--- src/rtl/qix_link_pkg.sv ---
// Shared register offsets and field positions for the inter-CPU doorbell/mailbox link.
package qix_link_pkg;

    localparam logic [2:0] AddrStatus = 3'd0;
    localparam logic [2:0] AddrAck    = 3'd1;
    localparam logic [2:0] AddrRing   = 3'd2;
    localparam logic [2:0] AddrMask   = 3'd3;
    localparam logic [2:0] AddrMbox   = 3'd4;
    localparam logic [2:0] AddrMbctl  = 3'd5;

    localparam int unsigned MboxOvfBit     = 7;
    localparam int unsigned MbctlFlushBit  = 0;
    localparam int unsigned MbctlClrOvfBit = 7;

endpackage

--- src/rtl/qix_link_fifo.sv ---
// Mailbox FIFO: power-of-two depth, synchronous flush, pop on empty ignored,
// push on full accepted only when a pop frees the slot in the same cycle.
module qix_link_fifo #(
    parameter int unsigned DEPTH = 4,
    parameter int unsigned WIDTH = 8
) (
    input  logic                     clk_20m,
    input  logic                     reset,
    input  logic                     push,
    input  logic [WIDTH-1:0]         wdata,
    input  logic                     pop,
    input  logic                     flush,
    output logic [WIDTH-1:0]         rdata,
    output logic                     full,
    output logic                     empty,
    output logic [$clog2(DEPTH):0]   level
);

    localparam int unsigned AW = $clog2(DEPTH);
    localparam int unsigned LW = AW + 1;

    logic [WIDTH-1:0] mem_q [DEPTH];
    logic [AW-1:0]    wr_ptr_q, rd_ptr_q;
    logic [LW-1:0]    level_q;
    logic             do_push, do_pop;

    assign full  = (level_q == LW'(DEPTH));
    assign empty = (level_q == '0);
    assign level = level_q;
    assign rdata = mem_q[rd_ptr_q];

    assign do_pop  = pop & ~empty & ~flush;
    assign do_push = push & (~full | do_pop) & ~flush;

    always_ff @(posedge clk_20m) begin
        if (reset || flush) begin
            wr_ptr_q <= '0;
            rd_ptr_q <= '0;
            level_q  <= '0;
        end else begin
            if (do_push) wr_ptr_q <= wr_ptr_q + 1'b1;
            if (do_pop)  rd_ptr_q <= rd_ptr_q + 1'b1;
            level_q <= level_q + LW'(do_push) - LW'(do_pop);
        end
    end

    always_ff @(posedge clk_20m) begin
        if (do_push) mem_q[wr_ptr_q] <= wdata;
    end

endmodule

--- src/rtl/qix_cpu_link.sv ---
// Inter-CPU link: doorbell channels with masked IRQ, ring pulses and a mailbox FIFO.
// Define DOORBELL_COUNT_EN to replace the per-channel pending latch with a saturating counter.
module qix_cpu_link
    import qix_link_pkg::*;
#(
    parameter int unsigned NUM_CH     = 2,
    parameter int unsigned PULSE_LEN  = 4,
    parameter int unsigned MBOX_DEPTH = 4,
    parameter int unsigned CNT_W      = 3
) (
    input  logic              clk_20m,
    input  logic              reset,
    input  logic              bus_stb,
    input  logic              bus_rnw,
    input  logic [2:0]        bus_addr,
    input  logic [7:0]        bus_wdata,
    output logic [7:0]        bus_rdata,
    input  logic [NUM_CH-1:0] remote_n,
    output logic [NUM_CH-1:0] ring,
    output logic              irq_n,
    output logic [7:0]        mbox_data,
    output logic              mbox_valid,
    input  logic              mbox_ready
);

    localparam int unsigned LW = $clog2(MBOX_DEPTH) + 1;

    if (NUM_CH < 1 || NUM_CH > 8) begin : g_bad_num_ch
        $error("NUM_CH out of range");
    end
    if (PULSE_LEN < 1 || PULSE_LEN > 15) begin : g_bad_pulse_len
        $error("PULSE_LEN out of range");
    end
    if (MBOX_DEPTH < 2 || MBOX_DEPTH > 16 || (1 << $clog2(MBOX_DEPTH)) != MBOX_DEPTH)
    begin : g_bad_depth
        $error("MBOX_DEPTH must be a power of two in 2..16");
    end
    if (CNT_W < 1) begin : g_bad_cnt_w
        $error("CNT_W must be at least 1");
    end

    logic              wr;
    logic [NUM_CH-1:0] ack, ring_set, set_ev, pend;
    logic [NUM_CH-1:0] meta_q, sync_q, sync_dly_q;
    logic [NUM_CH-1:0] mask_q;
    logic              irq_n_q;
    logic [3:0]        ring_cnt_q [NUM_CH];
    logic              ovf_q;
    logic              fifo_push, fifo_pop, fifo_flush, fifo_full, fifo_empty;
    logic [LW-1:0]     fifo_level;

    assign wr       = bus_stb & ~bus_rnw;
    assign ack      = (wr && bus_addr == AddrAck)  ? bus_wdata[NUM_CH-1:0] : '0;
    assign ring_set = (wr && bus_addr == AddrRing) ? bus_wdata[NUM_CH-1:0] : '0;
    // Falling edge seen on the already-synchronised level.
    assign set_ev   = sync_dly_q & ~sync_q;

    always_ff @(posedge clk_20m) begin
        if (reset) begin
            meta_q     <= '1;
            sync_q     <= '1;
            sync_dly_q <= '1;
        end else begin
            meta_q     <= remote_n;
            sync_q     <= meta_q;
            sync_dly_q <= sync_q;
        end
    end

`ifdef DOORBELL_COUNT_EN
    logic [CNT_W-1:0] cnt_q [NUM_CH];

    always_ff @(posedge clk_20m) begin
        for (int i = 0; i < NUM_CH; i++) begin
            if (reset) begin
                cnt_q[i] <= '0;
            end else if (set_ev[i] && !ack[i]) begin
                if (cnt_q[i] != {CNT_W{1'b1}}) cnt_q[i] <= cnt_q[i] + 1'b1;
            end else if (ack[i] && !set_ev[i]) begin
                if (cnt_q[i] != '0) cnt_q[i] <= cnt_q[i] - 1'b1;
            end
        end
    end

    always_comb begin
        pend = '0;
        for (int i = 0; i < NUM_CH; i++) pend[i] = (cnt_q[i] != '0);
    end
`else
    logic [NUM_CH-1:0] pend_q;

    always_ff @(posedge clk_20m) begin
        if (reset) pend_q <= '0;
        else       pend_q <= set_ev | (pend_q & ~ack);
    end

    assign pend = pend_q;
`endif

    always_ff @(posedge clk_20m) begin
        if (reset) begin
            mask_q  <= '0;
            irq_n_q <= 1'b1;
        end else begin
            if (wr && bus_addr == AddrMask) mask_q <= bus_wdata[NUM_CH-1:0];
            irq_n_q <= ~|(pend & mask_q);
        end
    end

    assign irq_n = irq_n_q;

    // A re-ring reloads the counter, restarting the pulse.
    always_ff @(posedge clk_20m) begin
        for (int i = 0; i < NUM_CH; i++) begin
            if (reset)                 ring_cnt_q[i] <= '0;
            else if (ring_set[i])      ring_cnt_q[i] <= 4'(PULSE_LEN);
            else if (ring_cnt_q[i] != '0) ring_cnt_q[i] <= ring_cnt_q[i] - 1'b1;
        end
    end

    always_comb begin
        ring = '0;
        for (int i = 0; i < NUM_CH; i++) ring[i] = (ring_cnt_q[i] != '0);
    end

    assign fifo_push  = wr && bus_addr == AddrMbox;
    assign fifo_pop   = mbox_valid & mbox_ready;
    assign fifo_flush = wr && bus_addr == AddrMbctl && bus_wdata[MbctlFlushBit];

    always_ff @(posedge clk_20m) begin
        if (reset) begin
            ovf_q <= 1'b0;
        end else if (wr && bus_addr == AddrMbctl && bus_wdata[MbctlClrOvfBit]) begin
            ovf_q <= 1'b0;
        end else if (fifo_push && fifo_full && !fifo_pop) begin
            ovf_q <= 1'b1;
        end
    end

    qix_link_fifo #(
        .DEPTH (MBOX_DEPTH),
        .WIDTH (8)
    ) u_fifo (
        .clk_20m (clk_20m),
        .reset   (reset),
        .push    (fifo_push),
        .wdata   (bus_wdata),
        .pop     (fifo_pop),
        .flush   (fifo_flush),
        .rdata   (mbox_data),
        .full    (fifo_full),
        .empty   (fifo_empty),
        .level   (fifo_level)
    );

    assign mbox_valid = ~fifo_empty;

    always_comb begin
        bus_rdata = 8'hFF;
        case (bus_addr)
            AddrStatus: bus_rdata = 8'(pend);
            AddrAck:    bus_rdata = 8'h00;
            AddrRing:   bus_rdata = 8'h00;
            AddrMask:   bus_rdata = 8'(mask_q);
            AddrMbox: begin
                bus_rdata = {4'b0000, 4'(fifo_level)};
                bus_rdata[MboxOvfBit] = ovf_q;
            end
            AddrMbctl:  bus_rdata = 8'h00;
            default:    bus_rdata = 8'hFF;
        endcase
    end

endmodule
--- config.mk ---
export PLATFORM = sky130hd
export DESIGN_NAME = qix_cpu_link
export DESIGN_NICKNAME = d
export VERILOG_FILES = /design/src/rtl/qix_link_pkg.sv /design/src/rtl/qix_link_fifo.sv /design/src/rtl/qix_cpu_link.sv
export SDC_FILE = /design/constraint.sdc
export NUM_CORES = 1
export LEC_CHECK = 0
export BUFFER_PORTS_ARGS = -buffer_cell sky130_fd_sc_hd__buf_2
export CORE_ASPECT_RATIO = 1.25
export CORE_MARGIN = 2
export CORE_UTILIZATION = 35
export CTS_CLUSTER_DIAMETER = 60
export CTS_CLUSTER_SIZE = 16
export DETAILED_ROUTE_END_ITERATION = 8
export GPL_TIMING_DRIVEN = 0
export SYNTH_ARGS = -nofsm -noshare
export SYNTH_HDL_FRONTEND = slang
export SYNTH_SLANG_ARGS = --single-unit
--- constraint.sdc ---
create_clock -name clk_20m -period 2.85 [get_ports clk_20m]
set_input_delay 0.4275 -clock clk_20m [delete_from_list [all_inputs] [get_ports clk_20m]]
set_output_delay 0.4275 -clock clk_20m [all_outputs]
set_load 0.05 [all_outputs]
# Word-level counts from Yosys, hierarchy flattened
# Memory sizes are Yosys's and may differ from the RTL's. A register that Yosys moved wholly into a read port is not among the register bits.
# Index checks and enable logic that the tools add are counted.
[totals]
regBits = 19
ramBits = 40
input_bits = 18
output_inout_bits = 20
elab_cells = 91
memories = 2
[mem_list]
columns = ["memory", "words", "width", "rd", "rd_ports_with_merged_regs", "write_ports", "line", "source"]
rows = [
  ["u_fifo.mem_q", 4, 8, 1, 1, 1, "qix_link_fifo.sv:22", "logic [WIDTH-1:0] mem_q [DEPTH];"],
  ["ring_cnt_q", 2, 4, 2, 0, 2, "qix_cpu_link.sv:47", "logic [3:0] ring_cnt_q [NUM_CH];"],
]
[classes]
n_addsub = 6
eq_ne = 6
muxes = 27
n_bitwise = 21
reduce_logical = 19
[op_table]
columns = ["operator", "count"]
rows = [
  ["one-hot mux 8 bit (4 select lines)", 1],
  ["2-to-1 mux 1 bit", 18],
  ["2-to-1 mux 4 bit", 4],
  ["== test 3 bit (second input constant)", 3],
  ["logical AND 1 bit", 9],
  ["2-to-1 mux 2 bit", 4],
  ["nonzero test 4 bit", 2],
  ["subtractor 4 x 1 -> 4 bit (second input constant)", 2],
  ["AND 1 bit", 6],
  ["AND 2 bit", 3],
  ["== test 3 x 2 -> 1 bit (second input constant)", 2],
  ["logical NOT 3 bit", 2],
  ["OR 1 bit", 5],
  ["adder 2 x 1 -> 2 bit (second input constant)", 2],
  ["NOT 1 bit", 4],
  ["NOT 2 bit", 2],
  ["OR reduction 2 bit", 2],
  ["adder 3 x 1 -> 3 bit", 1],
  ["== test 3 x 1 -> 1 bit (second input constant)", 1],
  ["OR reduction 3 bit", 1],
  ["subtractor 3 x 1 -> 3 bit", 1],
  ["logical NOT 1 bit", 2],
  ["OR 2 bit", 1],
  ["logical OR 1 bit", 1],
]

# Depth between registers and ports, before layout
# Gate-level depths: netlist (run 1).
[depth]
ltp_word = 11
mapped_depth = 11
ltp_nobuf = 10

# Modules after synthesis
# A second synthesis (run 1) with hierarchy kept.
[unflattened]
cells_unflattened = 207
hier_area_um2 = 2726.4
[modules_own_cells]
columns = ["module", "n_inst", "cells_each", "area_each_um2", "seq_area_each_um2"]
rows = [
  ["qix_link_fifo", 1, 94, 1654.1, 1141.1],
  ["qix_cpu_link", 1, 113, 1072.3, 480.5],
]

# Worst setup path before layout (run 1)
# Ideal clock, no wire load.
[synth_path]
kind = "input port to output port"
start = "input bus_addr[0]"
end = "output bus_rdata[2]"
arrival_ns = 1.889
required_time_ns = 2.423
path_slack_ns = 0.534
cell_stages = 3
path_buffers = 1
cell_sequence = "buf_6 > or2b_1 > a21boi_0"
[synth_between]
elab_chain_cells = 3
elab_cells_between_ends = 8
cone_classes = "5 x eq/ne; 1 x mux; 2 x reduce/logical"
[synth_rtl]
columns = ["element", "line", "source"]
rows = [
  ["from (decl)", "qix_cpu_link.sv:15", "input logic [2:0] bus_addr,"],
  ["== test 3 x 1 -> 1 bit, or another cell as far along", "qix_cpu_link.sv:160", "case (bus_addr)"],
  ["OR reduction 3 bit (no line)", "-", ""],
  ["one-hot mux 8 bit (4 select lines) *", "qix_cpu_link.sv:160", ""],
  ["to (decl)", "qix_cpu_link.sv:17", "output logic [7:0] bus_rdata,"],
]
# Mark *: on every way between the ends. The rest lies on a longest branch, timed or not.

# Worst setup path after layout (run 1)
[layout_path]
start = "register u_fifo.level_q[1], in the netlist u_fifo.level[1]"
end = "register u_fifo.level_q[2], in the netlist u_fifo.level[2]"
[layout_between]
elab_chain_cells = 10
elab_cells_between_ends = 12
cone_classes = "2 x add/sub; 1 x eq/ne; 8 x bitwise; 1 x reduce/logical"
[layout_rtl]
columns = ["element", "line", "source"]
rows = [
  ["from (decl)", "qix_link_fifo.sv:24", "logic [LW-1:0] level_q;"],
  ["from (signal assigned)", "qix_link_fifo.sv:43", "level_q <= level_q + LW'(do_push) - LW'(do_pop);"],
  ["logical NOT 3 bit *", "qix_link_fifo.sv:28", "assign empty = (level_q == '0);"],
  ["NOT 1 bit *", "qix_link_fifo.sv:32, qix_cpu_link.sv:156", ""],
  ["AND 1 bit", "qix_cpu_link.sv:127", "assign fifo_pop = mbox_valid & mbox_ready;"],
  ["AND 1 bit * (2 in series)", "qix_link_fifo.sv:32", "assign do_pop = pop & ~empty & ~flush;"],
  ["named net u_fifo.do_pop", "qix_link_fifo.sv:25", "logic do_push, do_pop;"],
  ["OR 1 bit", "qix_link_fifo.sv:33", "assign do_push = push & (~full | do_pop) & ~flush;"],
  ["AND 1 bit (2 in series)", "qix_link_fifo.sv:33", ""],
  ["adder 3 x 1 -> 3 bit", "qix_link_fifo.sv:43", ""],
  ["subtractor 3 x 1 -> 3 bit *", "qix_link_fifo.sv:43", ""],
]
# Mark *: on every way through the listed nets, which the timed path passes. The rest lies on a longest branch.
# A chain may end at the register's enable or synchronous reset.

==> flow_summary.yaml, run 1 <==
outcome:
  status: "completed"
placement:
  dpl.hpwl_mm: 3.346
  gp_congestion: 0.8015
  place_area_um2: 2969
  numPortBuffers: 36
  place_ws_ps: 442.7
detailed_routing:
  dr.pass1.iters: 4
  dr_total_vias: 1671
  drt_wl_total_mm: 4.797
  wl_per_cell_um: 14.03
  vias_per_cell: 4.886
  drt_iter0_markers: 118
  drcViolationCount: 0
  ant_nets: 0
synth:
  synth_top_area_frac: 0.4492
  avgSynthCellArea_um2: 13.50
  synth_area_leaders: "edfxtp_1 (45%), dfxtp_1 (16%), mux4_2 (6.7%)"
  syn_inst: 198
  ys_types: 44
  syn-cell-area_um2: 2674
  yosysWarnings: 0
  synth_nets: 225
  synth_seq_area_share: 0.6065
  ys_seq_elements: 61
  yosys.area.top_type: "edfxtp_1"
hold_path:
  min_to: "meta_q[0]$_SDFF_PP1_"
  hold_path.startpoint: "remote_n[0]"
  hp-class: "in2reg"
  whs_path_depth: 2
timing:
  worstMarginPinSlew_ps: 506.0
  setup_violations: 0
  period_needed_ps: 2246
  setup_tns_ps: 0
  maxSlewHeadroom: 0.6612
  grt_setup_unrepaired: "false"
  fmax_mhz: 445.2
  hold_viol_final: 0
  finalWorstSetupSlack_ps: 604.0
  final_max_slew_viol_count: 0
  fin_worst_skew_ps: 8.192
  final.period_utilization: 0.7881
floorplan:
  die_w_um: 82.18
  die_y_um: 101.7
  die_area_um2: 8359
  core_um2: 7401
  initial_core_util: 0.3613
  placementRows: 35
  io_pins: 38
worst_setup_path:
  critical_path_class: "reg2reg"
  timing.rr.end: "u_fifo.level[2]$_SDFF_PP0_"
  crit_arrival_ps: 2500
  r2r_slack_ps: 600
  timing.rr.start: "u_fifo.level[1]$_SDFF_PP0_"
  reg2reg_depth: 10
  critPathMaxStageDelay_ps: 390
  start_kind: "register"
  cp.required_ps: 3110
  endpoint_kind: "register"
  crit_chain: "o31ai_1 -> a31oi_1 -> ha_1 -> inv_1 -> ha_1 -> inv_1 -> fa_1 -> xor2_1 -> and2_1 -> nor3_1"
  worstPathMaxFanout: 9
  cpMaxStageDelayCell: "dfxtp_1"
clock_network:
  htreeDepth: 3
  cts_resized: 0
  clock-sinks: 61
  cts_root_buffer: "clkbuf_8"
  holdBufCountCts: 0
  cts.path.max_buffers: 2
  clk_latency_ps: 330
  cts_tree: "built"
  path_clk_slew_ps: 70
  cts_buffers: 9
  postCtsSetupBuffers: 0
job:
  cap_violations: 0
power:
  power_leakage_nw: 1.180
  power_density_nw_per_um2: 863.3
  vdd_drop_max_v: 0.0003911
global_routing:
  grt_max_degree: 11
  antenna_found_initial: 0
  grt_first_pass_wirelength_mm: 7.734
  gr-total-overflow: 0
  grt_usage: 0.1265
  grt_pass1_vias: 1653
layout:
  fill_cells: 705
  final_cell_mix: "edfxtp_1 (40), buf_2 (37), dfxtp_1 (21)"
  layout_commonest_cell: "edfxtp_1"
  nets: 272
  design_area_um2: 3151
  layout-drive-gt1-share: 0.3080
  multi_input_area_um2: 930.9
  final-seq-area_um2: 1622
  area_delta_synth_final_pct: 17.83
  diodes: 0
-- stage by stage --
step	cells	hold slack, ps	utilization	total power, W
after floorplan	198	389.5	-	0.001856
after global placement	326	396.3	0.4012	0.002034
after detailed placement	326	399.4	0.4012	0.002046
after CTS	342	257.6	0.4257	0.002764
after global routing	342	260.2	0.4257	0.002904
final	342	273.0	0.4257	0.002720
-- area by class of cell --
cell class | instances | area share
Multi-Input combinational cell | 112 | 0.2955
Timing Repair Buffer | 36 | 0.05719
Clock buffer | 10 | 0.04051
Clock inverter | 6 | 0.01708
Buffer | 9 | 0.01946
Sequential cell | 61 | 0.5147
Inverter | 16 | 0.01906
Tap cell | 92 | 0.03654
-- worst max path at each step --
stage	cells past startpoint	from	end	slack, ps
after global routing	10	u_fifo.level[1]$_SDFF_PP0_	u_fifo.level[2]$_SDFF_PP0_	380
after detailed placement	10	bus_addr[0]	u_fifo.level[2]$_SDFF_PP0_	440
after floorplan	3	bus_addr[0]	bus_rdata[2]	530
final	10	u_fifo.level[1]$_SDFF_PP0_	u_fifo.level[2]$_SDFF_PP0_	600
after CTS	10	u_fifo.level[1]$_SDFF_PP0_	u_fifo.level[2]$_SDFF_PP0_	560
after global placement	10	bus_addr[0]	u_fifo.level[2]$_SDFF_PP0_	430
-- logic make-up (layout without fill, tap and decap cells) --
group / after synthesis / after routing / share of synthesized area
muxes: 12 / 12 / 0.08329
and+or+nand+nor: 54 / 54 / 0.1226
DFF: 61 / 61 / 0.6065
xor gates and xnor gates: 5 / 5 / 0.01638
buffers and inverters: 25 / 77 / 0.04539
AOI/OAI and AO/OA: 32 / 32 / 0.08095
adders and majority gates: 9 / 9 / 0.04492
-- power by group --
group | switching, W | internal [W] | leakage (nW) | total (W)
Clock | 0.000315 | 0.000393 | 0.0888 | 0.000708
Sequential | 0.0000772 | 0.00106 | 0.550 | 0.00113
Combinational | 0.000557 | 0.000320 | 0.542 | 0.000877
-- registers in the layout (all words and copies together) (netlist names), named ones only --
name             count
u_fifo.mem_q        32
ring_cnt_q           8
u_fifo.level         3
mask_q               2
meta_q               2
pend                 2
sync_dly_q           2
sync_q               2
u_fifo.rd_ptr_q      2
u_fifo.wr_ptr_q      2
irq_n                1
ovf_q                1
-- worst max-delay path: cells and delay by family, from the launching register on --
family	cells	cell delay, ps
simple gates	2	270
buf+inv	2	100
fa+ha+maj	3	780
flops	1	390
xor+xnor	1	160
compound gates	2	480
-- synth_stat cells (all sizes together) --
master  count
a21boi      2
a21oi       8
a22o        1
a22oi       2
a311oi      3
a31oi       2
and2       10
and3b       1
buf         7
clkbuf      2
dfxtp      21
edfxtp     40
fa          1
ha          8
inv        16
mux2        2
mux2i       2
mux4        8
nand2       3
nand2b      4
nand3       6
nand3b      2
nor2        7
nor2b       4
nor3        3
nor3b       3
nor4b       1
o211a       1
o211ai      4
o21ai       3
o22ai       2
o311ai      1
o31ai       3
or2         7
or2b        1
or3         1
or3b        1
xor2        5
-- metal layers --
layer / global-route usage / up-vias / wire, um
li1: - / 822 / -
met1: 0.1564 / 791 / 2103
met2: 0.1964 / 47 / 2320
met3: 0.04724 / 11 / 259
met4: 0.05641 / 0 / 113
met5: 0 / - / 0
(Power assumes the default switching activity.)
==> inputs of run 2 (changes only) <==
- ABC_AREA: not set -> 1
- clock period: 2.85 -> 1.8 ns (I/O delays scaled with it)
==> run 2 against run 1 <==
Combinational power rose by 92%; utilization up 2.3 points; synthesized cell count is 30% higher; critical path depth grew 2; largest cell class unchanged; register-to-register slack got worse by 590 ps; count of clock-buffer cells in the layout is the same; routed wire length is 5.0% higher; sequential share of layout area down 1.9 points; final area up 4.7%; total power is 72% higher; global-route usage up 0.90 points; sequential power up 62%.
==> flow_summary.yaml, run 2 <==
outcome:
  status: "completed"
placement:
  dpl.hpwl_mm: 3.631
  gp_congestion: 0.7490
  numPortBuffers: 36
  place_ws_ps: -333.1
floorplan:
  die_w_um: 82.01
  io_pins: 38
  die_y_um: 101.5
  die_area_um2: 8325
  initial_core_util: 0.3619
  core_um2: 7357
  placementRows: 35
synth:
  avgSynthCellArea_um2: 10.32
  synth_seq_area_share: 0.6090
  synth_area_leaders: "edfxtp_1 (45%), dfxtp_1 (16%), nor2_1 (5.6%)"
  synth_nets: 285
  synth_edf_count: 40
  yosys.area.top_type: "edfxtp_1"
  async_flop_share: 0
  synth_top_area_frac: 0.4511
  synth_top_flop_cell: "edfxtp_1"
  syn-cell-area_um2: 2663
  ys_types: 30
  yosysWarnings: 0
  ys_seq_elements: 61
  netlist_top_cells_count: "edfxtp_1 (40), nor2_1 (40), inv_1 (38), nand2_1 (25), dfxtp_1 (21)"
  syn_inst: 258
clock_network:
  clk_latency_ps: 330
  htreeDepth: 3
  cts_buffers: 9
  cts_root_buffer: "clkbuf_8"
  holdBufCountCts: 0
  cts_tree: "built"
  clock-sinks: 61
  path_clk_slew_ps: 70
  cts.path.max_buffers: 2
layout:
  layout-drive-gt1-share: 0.3291
  largest_reg_flops: 32
  fill_cells: 735
  diodes: 0
  largest_register: "u_fifo.mem_q"
  final_cell_mix: "edfxtp_1 (40), nor2_1 (34), inv_1 (30)"
  multi_input_area_um2: 930.9
  area_delta_synth_final_pct: 23.87
  layout_commonest_cell: "edfxtp_1"
  nets: 335
  final-seq-area_um2: 1635
worst_setup_path:
  critical_path_class: "reg2reg"
  cp_common_cell: "inv_2"
  crit_buf_inv: 4
  cp_top_family: "adder cells"
  critPathMaxStageDelay_ps: 370
  endpoint_kind: "register"
  cpMaxStageDelayCell: "dfxtp_4"
  cp.required_ps: 2020
  start_kind: "register"
  crit_arrival_ps: 2000
  worstPathMaxFanout: 4
  crit_chain: "nor2_4 -> a21oi_4 -> nand2_4 -> inv_2 -> ha_4 -> inv_2 -> ha_4 -> inv_2 -> fa_2 -> xor2_1 -> inv_1 -> nor2_1"
timing:
  hold_viol_final: 0
  grt_setup_unrepaired: "true"
  final_max_slew_viol_count: 0
  worstMarginPinSlew_ps: 534.4
  finalWorstSetupSlack_ps: 16.87
  setup_violations: 0
  maxSlewHeadroom: 0.6434
  fin_worst_skew_ps: 7.528
  setup_tns_ps: 0
  period_needed_ps: 1783
  final.period_utilization: 0.9906
  fmax_mhz: 560.8
global_routing:
  grt_most_used_layer: "met2"
  grt_pass1_vias: 1884
  grt_first_pass_wirelength_mm: 8.259
  grt_max_degree: 12
  antenna_found_initial: 0
  use_met2: 0.2295
  gr-usage-met3: 0.03743
  grt_usage: 0.1355
  met1_usage: 0.1514
  gr-total-overflow: 0
power:
  sw_frac_of_total: 0.3751
  intPower_w: 0.002919
  p_seq_frac: 0.391
  vdd_drop_max_v: 0.0007314
  power_density_nw_per_um2: 1416
  pwr-share-clk: 0.248
  power_leakage_nw: 1.335
  pwr-share-comb: 0.361
  switching_power_w: 0.001752
job:
  cap_violations: 0
detailed_routing:
  ant_nets: 0
  drt_iter0_markers: 91
  drcViolationCount: 0
  drt_wl_total_mm: 5.038
  wl_per_cell_um: 12.44
  vias_per_cell: 4.694
  dr_total_vias: 1901
  dr.pass1.iters: 4
hold_path:
  hp-class: "in2reg"
-- run 2: cell types whose count changed in the layout (fill, tap and decap cells not counted), moves of 8 or more --
| cell | previous run | this run |
|---|---|---|
| nor2_2 | 0 | 8 |
| mux4_2 | 8 | 0 |
| buf_4 | 3 | 13 |
| inv_1 | 16 | 30 |
| nor2_1 | 7 | 34 |
| o21ai_0 | 2 | 19 |
| buf_2 | 37 | 29 |
| nand2_1 | 3 | 24 |
-- run 2: routing by layer --
metal  vias to the layer above  share of wire
met5                         -              0
met4                         0          0.019
met3                         8          0.049
met2                        50           0.50
met1                       883           0.43
li1                        960              -
-- run 2: stage by stage --
stage / util / total power, W / instances / cell area (um2) / hold slack, ps
after floorplan: - / 0.003066 / 258 / 2734 / 368.9
after global placement: 0.4117 / 0.003385 / 386 / 3029 / 393.0
after detailed placement: 0.4117 / 0.003412 / 386 / 3029 / 402.5
after CTS: 0.4446 / 0.004689 / 405 / 3271 / 93.64
after global routing: 0.4483 / 0.004956 / 405 / 3298 / 97.51
final: 0.4483 / 0.004671 / 405 / 3298 / 117.9
-- run 2: layout make-up --
class / instances / share of cell area
clock inverter: 6 / 0.01897
sequential: 61 / 0.4958
inverter: 40 / 0.04780
clock buffer: 10 / 0.03869
multi-input combinational: 151 / 0.2822
buffer: 6 / 0.01366
tap: 92 / 0.03490
timing repair buffer: 39 / 0.06791
-- run 2: power by group through the flow --
stage               Sequential [W]  Clock, W  Combinational [W]
floorplan                  0.00181         0            0.00125
global placement           0.00185         0            0.00154
detailed placement         0.00184         0            0.00157
CTS                        0.00182   0.00120            0.00167
global route               0.00185   0.00125            0.00186
finish                     0.00183   0.00116            0.00168
-- run 2: path summary, 6_finish.rpt --
kind,start,to,slack (ps),cells past startpoint
setup / recovery,u_fifo.level[0]$_SDFF_PP0_,u_fifo.level[2]$_SDFF_PP0_,20,12
hold reg to reg,meta_q[0]$_SDFF_PP1_,sync_q[0]$_SDFF_PP1_,420,1
setup reg to reg,u_fifo.level[0]$_SDFF_PP0_,u_fifo.level[2]$_SDFF_PP0_,20,12
hold / removal,remote_n[1],meta_q[1]$_SDFF_PP1_,120,2
-- run 2: worst reg2reg max path: cells and delay by family (launching register included) --
family / cells / cell delay [ps]
AO/OA/AOI/OAI: 1 / 170
AND/OR/NAND/NOR: 3 / 160
buffers and inverters: 4 / 210
flip-flops: 1 / 370
XOR/XNOR: 1 / 140
adder cells (fa/ha/maj): 3 / 620
-- run 2: cell families after synthesis --
kind of cell	Yosys count	share of synthesized area
buf+inv	46	0.07096
compound gates	41	0.09211
xor+xnor	6	0.01974
simple gates	95	0.1631
flops	61	0.6090
fa+ha+maj	9	0.04511
-- run 2: timing repair --
item	CTS	global route
pin swaps	1	5
setup endpoints to repair	42	43
resized for setup	14	13
buffers inserted	3	0
==> inputs of run 3 (changes only) <==
- BUFFER_PORTS_ARGS: -buffer_cell sky130_fd_sc_hd__buf_2 -> -buffer_cell sky130_fd_sc_hd__buf_4
==> run 3 against run 2 <==
First-iteration DRC count down 47%; global-route usage down 0.20 points; sequential share of layout area down 0.90 points; setup slack worse by 2.2 ps; final area up 1.9%; clock skew down 1.4 ps; critical endpoint unchanged.
==> flow_summary.yaml, run 3 (same netlist as run 2, synthesis figures left out) <==
timing:
  final_max_slew_viol_count: 0
  grt_setup_unrepaired: "true"
  period_needed_ps: 1785
  fin_worst_skew_ps: 6.155
  final.period_utilization: 0.9918
  maxSlewHeadroom: 0.6616
  worstMarginPinSlew_ps: 507.1
  hold_viol_final: 0
  setup_violations: 0
  fmax_mhz: 560.1
  whs_ps: 119.5
global_routing:
  antenna_found_initial: 0
  gr-total-overflow: 0
  grt_max_degree: 13
  grt_first_pass_wirelength_mm: 8.418
  use_met2: 0.2251
  grt_pass1_vias: 1907
  grt_most_used_layer: "met2"
  met1_usage: 0.1514
  grt_usage: 0.1334
  gr-usage-met3: 0.04635
detailed_routing:
  vias_per_cell: 4.672
  dr.pass1.iters: 6
  drt_wl_total_mm: 5.134
  wl_per_cell_um: 12.65
  drcViolationCount: 0
  ant_nets: 0
  drt_iter0_markers: 48
  dr_total_vias: 1897
layout:
  largest_reg_flops: 32
  design_area_um2: 3359
  finalNonFillerCells: 406
  diodes: 0
  final_cell_mix: "buf_4 (44), edfxtp_1 (40), nor2_1 (34)"
  utilization: 0.4566
  nets: 336
  layout_commonest_cell: "buf_4"
  layout-drive-gt1-share: 0.3344
  largest_register: "u_fifo.mem_q"
  area_delta_synth_final_pct: 26.17
worst_setup_path:
  timing.rr.end: "u_fifo.level[2]$_SDFF_PP0_"
  critPathMaxStageDelay_ps: 380
  crit_arrival_ps: 2010
  crit_chain: "nor2_4 -> a21oi_4 -> nand2_4 -> inv_2 -> ha_4 -> inv_4 -> ha_4 -> inv_2 -> fa_2 -> xor2_1 -> inv_1 -> nor2_1"
  reg2reg_depth: 12
  timing.rr.start: "u_fifo.level[0]$_SDFF_PP0_"
  worstPathMaxFanout: 4
  start_kind: "register"
  cp.required_ps: 2020
  endpoint_kind: "register"
  critical_path_class: "reg2reg"
  cpMaxStageDelayCell: "dfxtp_4"
  r2r_slack_ps: 10
clock_network:
  cts_root_buffer: "clkbuf_8"
  cts_buffers: 9
  holdBufCountCts: 0
  htreeDepth: 3
  path_clk_slew_ps: 70
  cts_tree: "built"
  clk_latency_ps: 330
  cts.path.max_buffers: 2
  clock-sinks: 61
floorplan:
  initial_core_util: 0.3619
  die_area_um2: 8325
  core_um2: 7357
  placementRows: 35
  die_y_um: 101.5
  io_pins: 38
  die_w_um: 82.01
placement:
  gp_congestion: 0.7716
  place_area_um2: 3119
  numPortBuffers: 36
  dpl.hpwl_mm: 3.573
  dp.cells: 386
hold_path:
  hold_path.startpoint: "remote_n[0]"
  whs_path_depth: 2
  min_to: "meta_q[0]$_SDFF_PP1_"
  hp-class: "in2reg"
power:
  vdd_drop_max_v: 0.0008159
  power_density_nw_per_um2: 1385
  power_leakage_nw: 1.357
outcome:
  status: "completed"
job:
  cap_violations: 0
[run 3: metal layers]
| layer | vias to the layer above | share of wire |
|---|---|---|
| li1 | 958 | - |
| met1 | 883 | 0.42 |
| met2 | 46 | 0.51 |
| met3 | 10 | 0.051 |
| met4 | 0 | 0.019 |
| met5 | - | 0 |
[run 3: metrics by stage]
step / setup TNS (ps) / power [W] / setup slack [ps]
after global routing: -173.0 / 0.004945 / -70.31
after detailed placement: -9058 / 0.003514 / -331.6
after CTS: 0 / 0.004659 / 1.422
final: 0 / 0.004652 / 14.71
after global placement: -8335 / 0.003480 / -296.0
after floorplan: -36.90 / 0.003066 / -36.90
[run 3: repair_timing]
action                     CTS  global route
setup endpoints to repair   42            24
resized for setup           11             7
buffers inserted             3             1
gates cloned                 0             0
pin swaps                    3             1
[run 3: worst max path at each step]
| stage | start | to | slack [ps] | cells after the start |
|---|---|---|---|---|
| 2_1_floorplan | bus_addr[2] | bus_rdata[0] | -40 | 4 |
| 3_3_place_gp | bus_addr[0] | u_fifo.mem_q[3][5]$_DFFE_PP_ | -300 | 6 |
| 3_5_place_dp | bus_addr[0] | u_fifo.mem_q[3][5]$_DFFE_PP_ | -330 | 6 |
| 4_1_cts | register | mbox_data[0] | 1 | 5 |
| 5_1_grt | u_fifo.level[0]$_SDFF_PP0_ | u_fifo.level[2]$_SDFF_PP0_ | -70 | 12 |
| 6_report | u_fifo.level[0]$_SDFF_PP0_ | u_fifo.level[2]$_SDFF_PP0_ | 10 | 12 |
[run 3: worst max-delay path: cells and delay by family, from the launching register on]
family | cells | cell delay [ps]
AO/OA/AOI/OAI | 1 | 170
XOR/XNOR | 1 | 140
adder cells (fa/ha/maj) | 3 | 620
buffers and inverters | 4 | 200
flip-flops | 1 | 380
AND/OR/NAND/NOR | 3 | 160
[run 3: where the power goes]
part           internal [W]  switching (W)
clock network      0.000502       0.000557
registers           0.00170       0.000132
logic              0.000644        0.00112
total               0.00284        0.00181
[run 3: final cells by class]
cell class | count | area (um2)
buffer | 6 | 45.04
clock buffer | 9 | 123.9
clock inverter | 7 | 51.30
fill | 730 | 3998
inverter | 40 | 160.2
multi-input combinational | 151 | 928.4
sequential | 61 | 1635
tap | 92 | 115.1
timing repair buffer | 40 | 300.3
